===== config.mk =====
export PLATFORM = sky130hd
export DESIGN_NAME = display_streamer
export DESIGN_NICKNAME = d
export VERILOG_FILES = /design/src/rtl/display_streamer.sv
export SDC_FILE = /design/constraint.sdc
export NUM_CORES = 2
export LEC_CHECK = 0
export CORE_MARGIN = 3
export CORE_UTILIZATION = 50
export DETAILED_ROUTE_END_ITERATION = 10
export DONT_BUFFER_PORTS = 1
export PLACE_DENSITY = 0.69
export SLEW_MARGIN = 40
export SYNTH_ARGS = -nofsm -noshare
export SYNTH_HDL_FRONTEND = slang
export SYNTH_SLANG_ARGS = --single-unit

===== constraint.sdc =====
create_clock -name clk -period 7.4 [get_ports clk]
set_input_delay 1.48 -clock clk [delete_from_list [all_inputs] [get_ports clk]]
set_output_delay 1.48 -clock clk [all_outputs]
set_load 0.01 [all_outputs]

===== src/rtl/display_streamer.sv =====
// display_streamer: keeps a shadow copy of the CPU display window by snooping
// data-memory writes. Each dsp pulse streams the window out as a byte stream
// over a valid/ready handshake.
//
// Optional feature macro: ASCII_DSP_EN
//   defined   : non-printable bytes become '.', a 0x0A follows every
//               LINE_BYTES data bytes, and the frame ends on that 0x0A
//   undefined : raw shadow bytes, DEPTH bytes per frame
//
// Ports:
//   clk, rst_n          clock, asynchronous active-low reset
//   wr_en/wr_addr/wr_data  CPU memory write port (snooped)
//   dsp                 display trigger
//   out_valid/out_ready/out_data/out_last  byte stream
//   busy                frame in progress or pending
module display_streamer #(
  parameter logic [7:0]  BASE_ADDR  = 8'h80,
  parameter int unsigned DEPTH      = 128,
  parameter int unsigned LINE_BYTES = 8
) (
  input  logic       clk,
  input  logic       rst_n,
  input  logic       wr_en,
  input  logic [7:0] wr_addr,
  input  logic [7:0] wr_data,
  input  logic       dsp,
  output logic       out_valid,
  input  logic       out_ready,
  output logic [7:0] out_data,
  output logic       out_last,
  output logic       busy
);

  localparam int unsigned IDX_W = (DEPTH > 1) ? $clog2(DEPTH) : 1;
  localparam logic [IDX_W-1:0] LAST_IDX = IDX_W'(DEPTH - 1);
  localparam logic [8:0] WIN_LO = {1'b0, BASE_ADDR};
  localparam logic [8:0] WIN_HI = 9'(32'(BASE_ADDR) + DEPTH);

  // Reject parameter sets the frame logic cannot honour.
  if (DEPTH == 0 || LINE_BYTES == 0 || (DEPTH % LINE_BYTES) != 0 ||
      (32'(BASE_ADDR) + DEPTH) > 256) begin : g_bad_cfg
    $error("display_streamer: unsupported parameter set");
  end

  typedef enum logic [1:0] {
    S_IDLE = 2'd0,
    S_SEND = 2'd1,
    S_NL   = 2'd2
  } state_t;

  state_t           state_q, state_d;
  logic [IDX_W-1:0] idx_q, idx_d;
  logic             pending_q, pending_d;
  logic             frame_done;
  logic [7:0]       shadow_q [DEPTH];

  logic             wr_hit;
  logic [IDX_W-1:0] wr_off;
  logic [7:0]       byte_sel;
  logic             valid_d, last_d, busy_d;
  logic [7:0]       data_d;

`ifdef ASCII_DSP_EN
  localparam int unsigned COL_W = (LINE_BYTES > 1) ? $clog2(LINE_BYTES) : 1;
  localparam logic [COL_W-1:0] COL_LAST = COL_W'(LINE_BYTES - 1);

  logic [COL_W-1:0] col_q, col_d;

  // Printable ASCII passes through, everything else shows as '.'.
  function automatic logic [7:0] printable(input logic [7:0] b);
    return (b >= 8'h20 && b <= 8'h7E) ? b : 8'h2E;
  endfunction
`endif

  // Window hit decode; 9-bit compare so BASE_ADDR+DEPTH=256 works.
  assign wr_hit = wr_en && ({1'b0, wr_addr} >= WIN_LO) && ({1'b0, wr_addr} < WIN_HI);
  assign wr_off = IDX_W'(wr_addr - BASE_ADDR);

  // Shadow window, cleared on reset.
  always_ff @(posedge clk or negedge rst_n) begin
    if (!rst_n) begin
      for (int unsigned i = 0; i < DEPTH; i++) shadow_q[i] <= 8'h00;
    end else if (wr_hit) begin
      shadow_q[wr_off] <= wr_data;
    end
  end

  // State register and registered outputs.
  always_ff @(posedge clk or negedge rst_n) begin
    if (!rst_n) begin
      state_q   <= S_IDLE;
      idx_q     <= '0;
      pending_q <= 1'b0;
      out_valid <= 1'b0;
      out_data  <= 8'h00;
      out_last  <= 1'b0;
      busy      <= 1'b0;
`ifdef ASCII_DSP_EN
      col_q     <= '0;
`endif
    end else begin
      state_q   <= state_d;
      idx_q     <= idx_d;
      pending_q <= pending_d;
      out_valid <= valid_d;
      out_data  <= data_d;
      out_last  <= last_d;
      busy      <= busy_d;
`ifdef ASCII_DSP_EN
      col_q     <= col_d;
`endif
    end
  end

  // Next-state logic and next output values.
  always_comb begin
    state_d    = state_q;
    idx_d      = idx_q;
    pending_d  = pending_q;
    frame_done = 1'b0;
`ifdef ASCII_DSP_EN
    col_d      = col_q;
`endif

    case (state_q)
      S_IDLE: begin
        // pending can be set here by a dsp that hit the completion edge
        if (dsp || pending_q) begin
          state_d   = S_SEND;
          idx_d     = '0;
          pending_d = 1'b0;
`ifdef ASCII_DSP_EN
          col_d     = '0;
`endif
        end
      end
      S_SEND: begin
        pending_d = pending_q | dsp;
        if (out_ready) begin
          idx_d = (idx_q == LAST_IDX) ? '0 : idx_q + IDX_W'(1);
`ifdef ASCII_DSP_EN
          if (col_q == COL_LAST) begin
            state_d = S_NL;
            col_d   = '0;
          end else begin
            col_d = col_q + COL_W'(1);
          end
`else
          if (idx_q == LAST_IDX) frame_done = 1'b1;
`endif
        end
      end
`ifdef ASCII_DSP_EN
      S_NL: begin
        pending_d = pending_q | dsp;
        if (out_ready) begin
          // idx has already wrapped to 0 after the last data byte
          if (idx_q == '0) frame_done = 1'b1;
          else             state_d = S_SEND;
        end
      end
`endif
      default: state_d = S_IDLE;
    endcase

    // Frame completion: chain straight into the next frame if one is pending.
    if (frame_done) begin
      idx_d     = '0;
      pending_d = dsp;
      state_d   = pending_q ? S_SEND : S_IDLE;
`ifdef ASCII_DSP_EN
      col_d     = '0;
`endif
    end

    // Forward a same-edge write so the presented byte is never stale.
    byte_sel = (wr_hit && wr_off == idx_d) ? wr_data : shadow_q[idx_d];

    valid_d = (state_d != S_IDLE);
    busy_d  = valid_d | pending_d;
    data_d  = 8'h00;
    last_d  = 1'b0;
    if (state_d == S_SEND) begin
`ifdef ASCII_DSP_EN
      data_d = printable(byte_sel);
`else
      data_d = byte_sel;
      last_d = (idx_d == LAST_IDX);
`endif
    end
`ifdef ASCII_DSP_EN
    else if (state_d == S_NL) begin
      data_d = 8'h0A;
      last_d = (idx_d == '0);
    end
`endif
  end

endmodule


# Word-level counts from Yosys, hierarchy flattened
# Index checks and enable logic that the tools add are counted.
totals:
  in_bits: 21
  reg_bits: 1045
  elab_cells: 180
op_classes:
  eq_ne: 5
  magnitude_cmp: 4
  n_mux: 24
  n_addsub: 2
  bitwise: 4
  n_reduce_logical: 6
ops:
  columns: ["cell", "count"]
  rows:
  - ["$bwmux 1024", 1]
  - ["$bmux 8 s7", 1]
  - ["$demux 8 s7", 1]
  - ["$mux 8", 5]
  - ["$mux 7", 4]
  - ["$ge 8x8->1 const B", 3]
  - ["$not 7->8", 2]
  - ["$eq 7x7->1 const B", 2]
  - ["$pmux 7 s2", 1]
  - ["$lt 8x1->1 const B", 1]
  - ["$add 7x1->7 const B", 1]
  - ["$eq 7x7->1", 1]
  - ["$mux 1", 7]
  - ["$sub 7x1->7 const B", 1]
  - ["$eq 2x1->1 const B", 2]
  - ["$mux 2", 2]
  - ["$pmux 2 s2", 1]
  - ["$logic_and 1x1->1", 3]
  - ["$logic_not 2->1", 1]
  - ["$or 1x1->1", 2]
  - ["$pmux 1 s2", 1]
  - ["$reduce_bool 2->1", 1]
  - ["$logic_or 1x1->1", 1]

# Logic depth before layout (Yosys ltp)
depth:
  word_depth: 11
  ltp_mapped: 15
  depth_no_buf: 11

# Worst setup path after synthesis
# OpenSTA, ideal clock, no wires.
synth_timing:
  path_type: "input-to-reg"
  start: "input out_ready"
  end: "register out_data[1]"
  t_arrival_ps: 3655
  setup_ps: 96
  stages: 12
  path_slack_ps: 3650
  n_path_buf: 3
  path_cell_list: "buf_4 -> and4_4 -> nand2_2 -> a31o_4 -> a21oi_4 -> xnor2_1 -> or4_4 -> buf_6 -> nand2b_2 -> buf_6 -> a211oi_1 -> nor4_2"
synth_via:
  elab_chain_len: 9
  elab_cells_between_ends: 15
  cone_classes: "2 x eq/ne; 11 x mux; 1 x bitwise; 1 x reduce/logical"
synth_rtl:
  columns: ["element", "line_no", "text"]
  rows:
  - ["from (decl)", "28", "input logic out_ready,"]
  - ["$mux 7 or $mux 1 (tied branches)", "139", "if (out_ready) begin"]
  - ["$pmux 7 s2 or $mux 1 (tied branches)", "125", "case (state_q)"]
  - ["$mux 7", "167", "if (frame_done) begin"]
  - ["$not 7->8 (not written as such)", "177", "byte_sel = (wr_hit && wr_off == idx_d) ? wr_data : shadow_q[idx_d];"]
  - ["$bmux 8 s7", "177", null]
  - ["$mux 8 (not written as such) (2 in a row)", "177", null]
  - ["$mux 8", "177", null]
  - ["$mux 8 (*)", "183", "if (state_d == S_SEND) begin"]
  - ["net data_d[1]", "61", "logic [7:0] data_d;"]
  - ["to (signal assigned)", "106", "out_data <= data_d;"]
  - ["to (decl)", "29", "output logic [7:0] out_data,"]
# Mark *: on every way through the listed nets, which the timed path passes. The rest lies on a longest branch. The select of a mux whose other input is x is not followed.
# A chain may end at the register's enable or synchronous reset.

# Final worst setup path
layout_timing:
  start: "register idx_q[0]"
  end: "register out_data[3]"
layout_via:
  elab_chain_len: 11
  elab_cells_between_ends: 20
  cone_classes: "1 x add/sub; 3 x eq/ne; 14 x mux; 1 x bitwise; 1 x reduce/logical"
layout_rtl:
  columns: ["element", "line_no", "text"]
  rows:
  - ["from (decl)", "52", "logic [IDX_W-1:0] idx_q, idx_d;"]
  - ["from (signal assigned)", "103", "idx_q <= idx_d;"]
  - ["$add 7x1->7 or $eq 7x7->1 (tied branches)", "140, 149", null]
  - ["$mux 7 or $mux 1 (tied branches)", "140, 149", null]
  - ["$mux 7 or $mux 1 (tied branches)", "139", null]
  - ["$pmux 7 s2 or $mux 1 (tied branches)", "125", null]
  - ["$mux 7", "167", null]
  - ["$not 7->8 (not written as such)", "177", null]
  - ["$bmux 8 s7", "177", null]
  - ["$mux 8 (not written as such) (2 in a row)", "177", null]
  - ["$mux 8", "177", null]
  - ["$mux 8 (*)", "183", null]
  - ["net data_d[3]", "61", null]
# Marked as above.

==> qor.csv <==
metric,value,unit
status,"complete, no violations",
fmax,203.1,MHz
cts_setup_buffers,0,
synth.distinct_cells,70,
grt_pass1_vias,33555,
grt_start_max_net_pins,178,
synth_ff_type,dfrtp_1,
initial_utilization,0.5045,
antenna_found_initial,3,
power.total,13.99,mW
min_path_type,reg2reg,
clock_latency,0.69,ns
dp_hpwl,79.84,mm
finalHoldViolations,0,
ant_nets,0,
grt_overflow,0,
syn_area_per_cell,11.67,um^2
die_width,318.6,um
post-place-ws,1.930,ns
drc,0,
holdPathEnd,shadow_q[127],
dr.max_layer_used,met5,
clockBufferDepth,3,
cts.sinks,1045,
power.density,259.7,nW/um^2
slew_headroom,0.3530,
fin_setup_tns,0,ns
viasPerCell,6.289,
worst_slack,2.476,ns
rows,114,
cp_cell_sequence,ha_1 > nand4_1 > o211ai_1 > o2bb2ai_4 > buf_4 > buf_4 > nor2_2 > buf_4 > a32oi_1 > a21oi_1 > nor4_1 > a31oi_1 > nor3_1,
async_flop_share,1.000,
cp_slowest_cell,nor4_1,
min_from,shadow_q[127],
worstMarginPinSlew,0.9616,ns
cpMostUsedCell,buf_4,
cp.arrival,5.52,ns
synth_edf_count,0,
grt_pass1_wl,209.2,mm
crit_fanout,37,
diodes,0,
yosys_warnings,0,
r2r.worst_path.cells,13,
netlist_area,48870,um^2
cts_buffers,108,
cp.required,8.00,ns
cts_max_level,3,
clkSlewWorstSetupHoldPaths,0.06,ns
num-nets-final,4039,
path_class,reg2reg,
synthTopCellsByArea,"dfrtp_1 (54%), mux2_2 (24%), nand2_1 (5.7%), a32oi_1 (2.1%), mux2i_1 (2.0%)",
ctsHoldBuffers,0,
end_kind,register,
drv_slew,0,
cts_tree,done,
synthCells,4186,
synth-seq-cells,1045,
m1WireLength,58.28,mm
finClkSkew,0.02160,ns
wl_met2,61.76,mm
root_buffer,clkbuf_16,
hold_depth,1,
synthesis.nets,4208,
cap_violations,0,
timing.rr.start,idx_q[0],
start_kind,register,
wl_met3,10.47,mm
core_area,96850,um^2
dieArea,101500,um^2
initialDrtViolationCount,3423,
leakagePower,25.23,nW
ir_worst_vdd,0.1826,mV
routabilityCongestion,0.8695,
syn_to_final_growth,10.28,%
vias,33867,
setup_viol,0,
grt_setup_unrepaired,no,
post_cts_resize_count,0,
wl,134.8,mm
ios,32,
reg2reg_to,out_data[3],
port-buffer-count,0,
regToRegSetupSlack,2.48,ns
firstDrtPassIters,7,
synth_top_cell_by_area,dfrtp_1,
routedWlPerCell,25.03,um
synth_top_area_share,0.5351,
final_core_util,0.5564,
synth_seq_area_share,0.5351,
die_y,318.6,um
drive_above_1_share,0.3232,
gr-usage-all-layers,0.2626,
slowest_delay,0.82,ns
finalCriticalPeriod,4.924,ns
nFillCells,7990,
fin_crit_sh,0.6654,
## Yosys cell counts (all sizes together), types with 7 or more instances
master  count
dfrtp    1045
mux2     1024
nand2     738
clkbuf    245
nand3     193
a32oi     115
a31oi     105
and3      102
mux2i     100
a211oi     98
buf        89
nor2       85
a21oi      45
a311oi     39
o21ai      22
nor3       17
inv        14
nand4      14
nor4       14
a221oi      8
and2        7
xnor2       7
## critical path: cells and delay by family (launching register included)
| kind | cells | cell delay, ns |
|---|---|---|
| buffers and inverters | 3 | 1.36 |
| AOI/OAI and AO/OA | 5 | 1.32 |
| and+or+nand+nor | 4 | 1.31 |
| adders and majority gates | 1 | 0.28 |
| DFF | 1 | 0.49 |
## kinds of logic after synthesis
| group | share of synthesized area |
|---|---|
| XOR/XNOR | 0.001255 |
| flip-flops | 0.5351 |
| AO/OA/AOI/OAI | 0.07113 |
| buffers and inverters | 0.02893 |
| multiplexers | 0.2565 |
| other | 0.00007674 |
| adder cells (fa/ha/maj) | 0.0002560 |
| AND/OR/NAND/NOR | 0.1067 |
## flip-flops by register name, indices dropped and copies added (netlist names)
register and count:
idx_q 7, pending_q 1, out_data 8, busy 1, out_last 1, shadow_q 1024
out_valid 1, state_q 2
## power breakdown
group | internal, mW | total (mW) | switching (mW) | leakage (nW)
sequential | 6.00 | 6.16 | 0.164 | 14.4
clock | 3.42 | 5.73 | 2.31 | 1.87
combinational | 0.687 | 2.10 | 1.41 | 8.96
total | 10.1 | 14.0 | 3.88 | 25.2
## routing by layer
| metal | track usage | up-vias |
|---|---|---|
| met3 | 0.05478 | 256 |
| met5 | 0 | - |
| met4 | 0.08336 | 2 |
| met2 | 0.4093 | 1245 |
| met1 | 0.3694 | 17630 |
| li1 | - | 14734 |
## worst max-delay path by stage
stage               startpoint          end  depth (start not counted)
floorplan            out_ready  out_data[1]                         12
global route          idx_q[0]  out_data[6]                         13
finish                idx_q[0]  out_data[3]                         13
detailed placement   out_ready  out_data[6]                         12
CTS                   idx_q[0]  out_data[6]                         13
global placement           dsp  out_data[4]                         11
## final cells by class
| class | instances | area, um^2 | share of cell area |
|---|---|---|---|
| Clock inverter | 33 | 447.9 | 0.008312 |
| Timing Repair Buffer | 55 | 765.7 | 0.01421 |
| Multi-Input combinational cell | 2793 | 21530 | 0.3995 |
| Tap cell | 1276 | 1597 | 0.02963 |
| Inverter | 14 | 72.57 | 0.001347 |
| Clock buffer | 169 | 3326 | 0.06171 |
| Sequential cell | 1045 | 26150 | 0.4853 |
## cells in the final DEF, fill, tap and decap left out, types with 4 or more instances in the layout
| cell | Yosys | routed |
|---|---|---|
| o21ai_0 | 22 | 21 |
| dfrtp_1 | 1045 | 1045 |
| nor4_2 | 2 | 6 |
| mux2i_1 | 100 | 100 |
| buf_16 | 0 | 12 |
| a211oi_1 | 97 | 97 |
| nor2_2 | 0 | 35 |
| a32oi_1 | 115 | 115 |
| and3_1 | 102 | 102 |
| bufinv_16 | 0 | 10 |
| a221oi_1 | 8 | 8 |
| o221ai_1 | 6 | 6 |
| clkbuf_1 | 245 | 25 |
| nand2_2 | 1 | 5 |
| a21oi_1 | 43 | 42 |
| a311oi_1 | 39 | 39 |
| nand3_1 | 193 | 193 |
| nor2b_1 | 5 | 5 |
| mux2_2 | 1024 | 1024 |
| nor3b_1 | 4 | 4 |
| clkinv_2 | 0 | 18 |
| and2_1 | 7 | 6 |
| nor2_1 | 85 | 45 |
| nor2_4 | 0 | 5 |
| clkbuf_16 | 0 | 111 |
| nor4_1 | 12 | 8 |
| nand2_1 | 737 | 733 |
| clkbuf_8 | 0 | 33 |
| xnor2_1 | 7 | 7 |
| nand4_1 | 14 | 14 |
| nor3_1 | 16 | 16 |
| buf_4 | 7 | 34 |
| a31oi_1 | 105 | 105 |
| inv_1 | 12 | 10 |
| buf_12 | 0 | 9 |
## per-stage QoR
| step | area (um^2) | std cells | hold slack, ns |
|---|---|---|---|
| floorplan | 48870 | 4186 | 0.4706 |
| global placement | 49590 | 5169 | 0.4786 |
| detailed placement | 50030 | 5181 | 0.4842 |
| CTS | 53810 | 5383 | 0.4974 |
| global route | 53890 | 5385 | 0.5048 |
| finish | 53890 | 5385 | 0.4949 |
(Power assumes the default switching activity.)
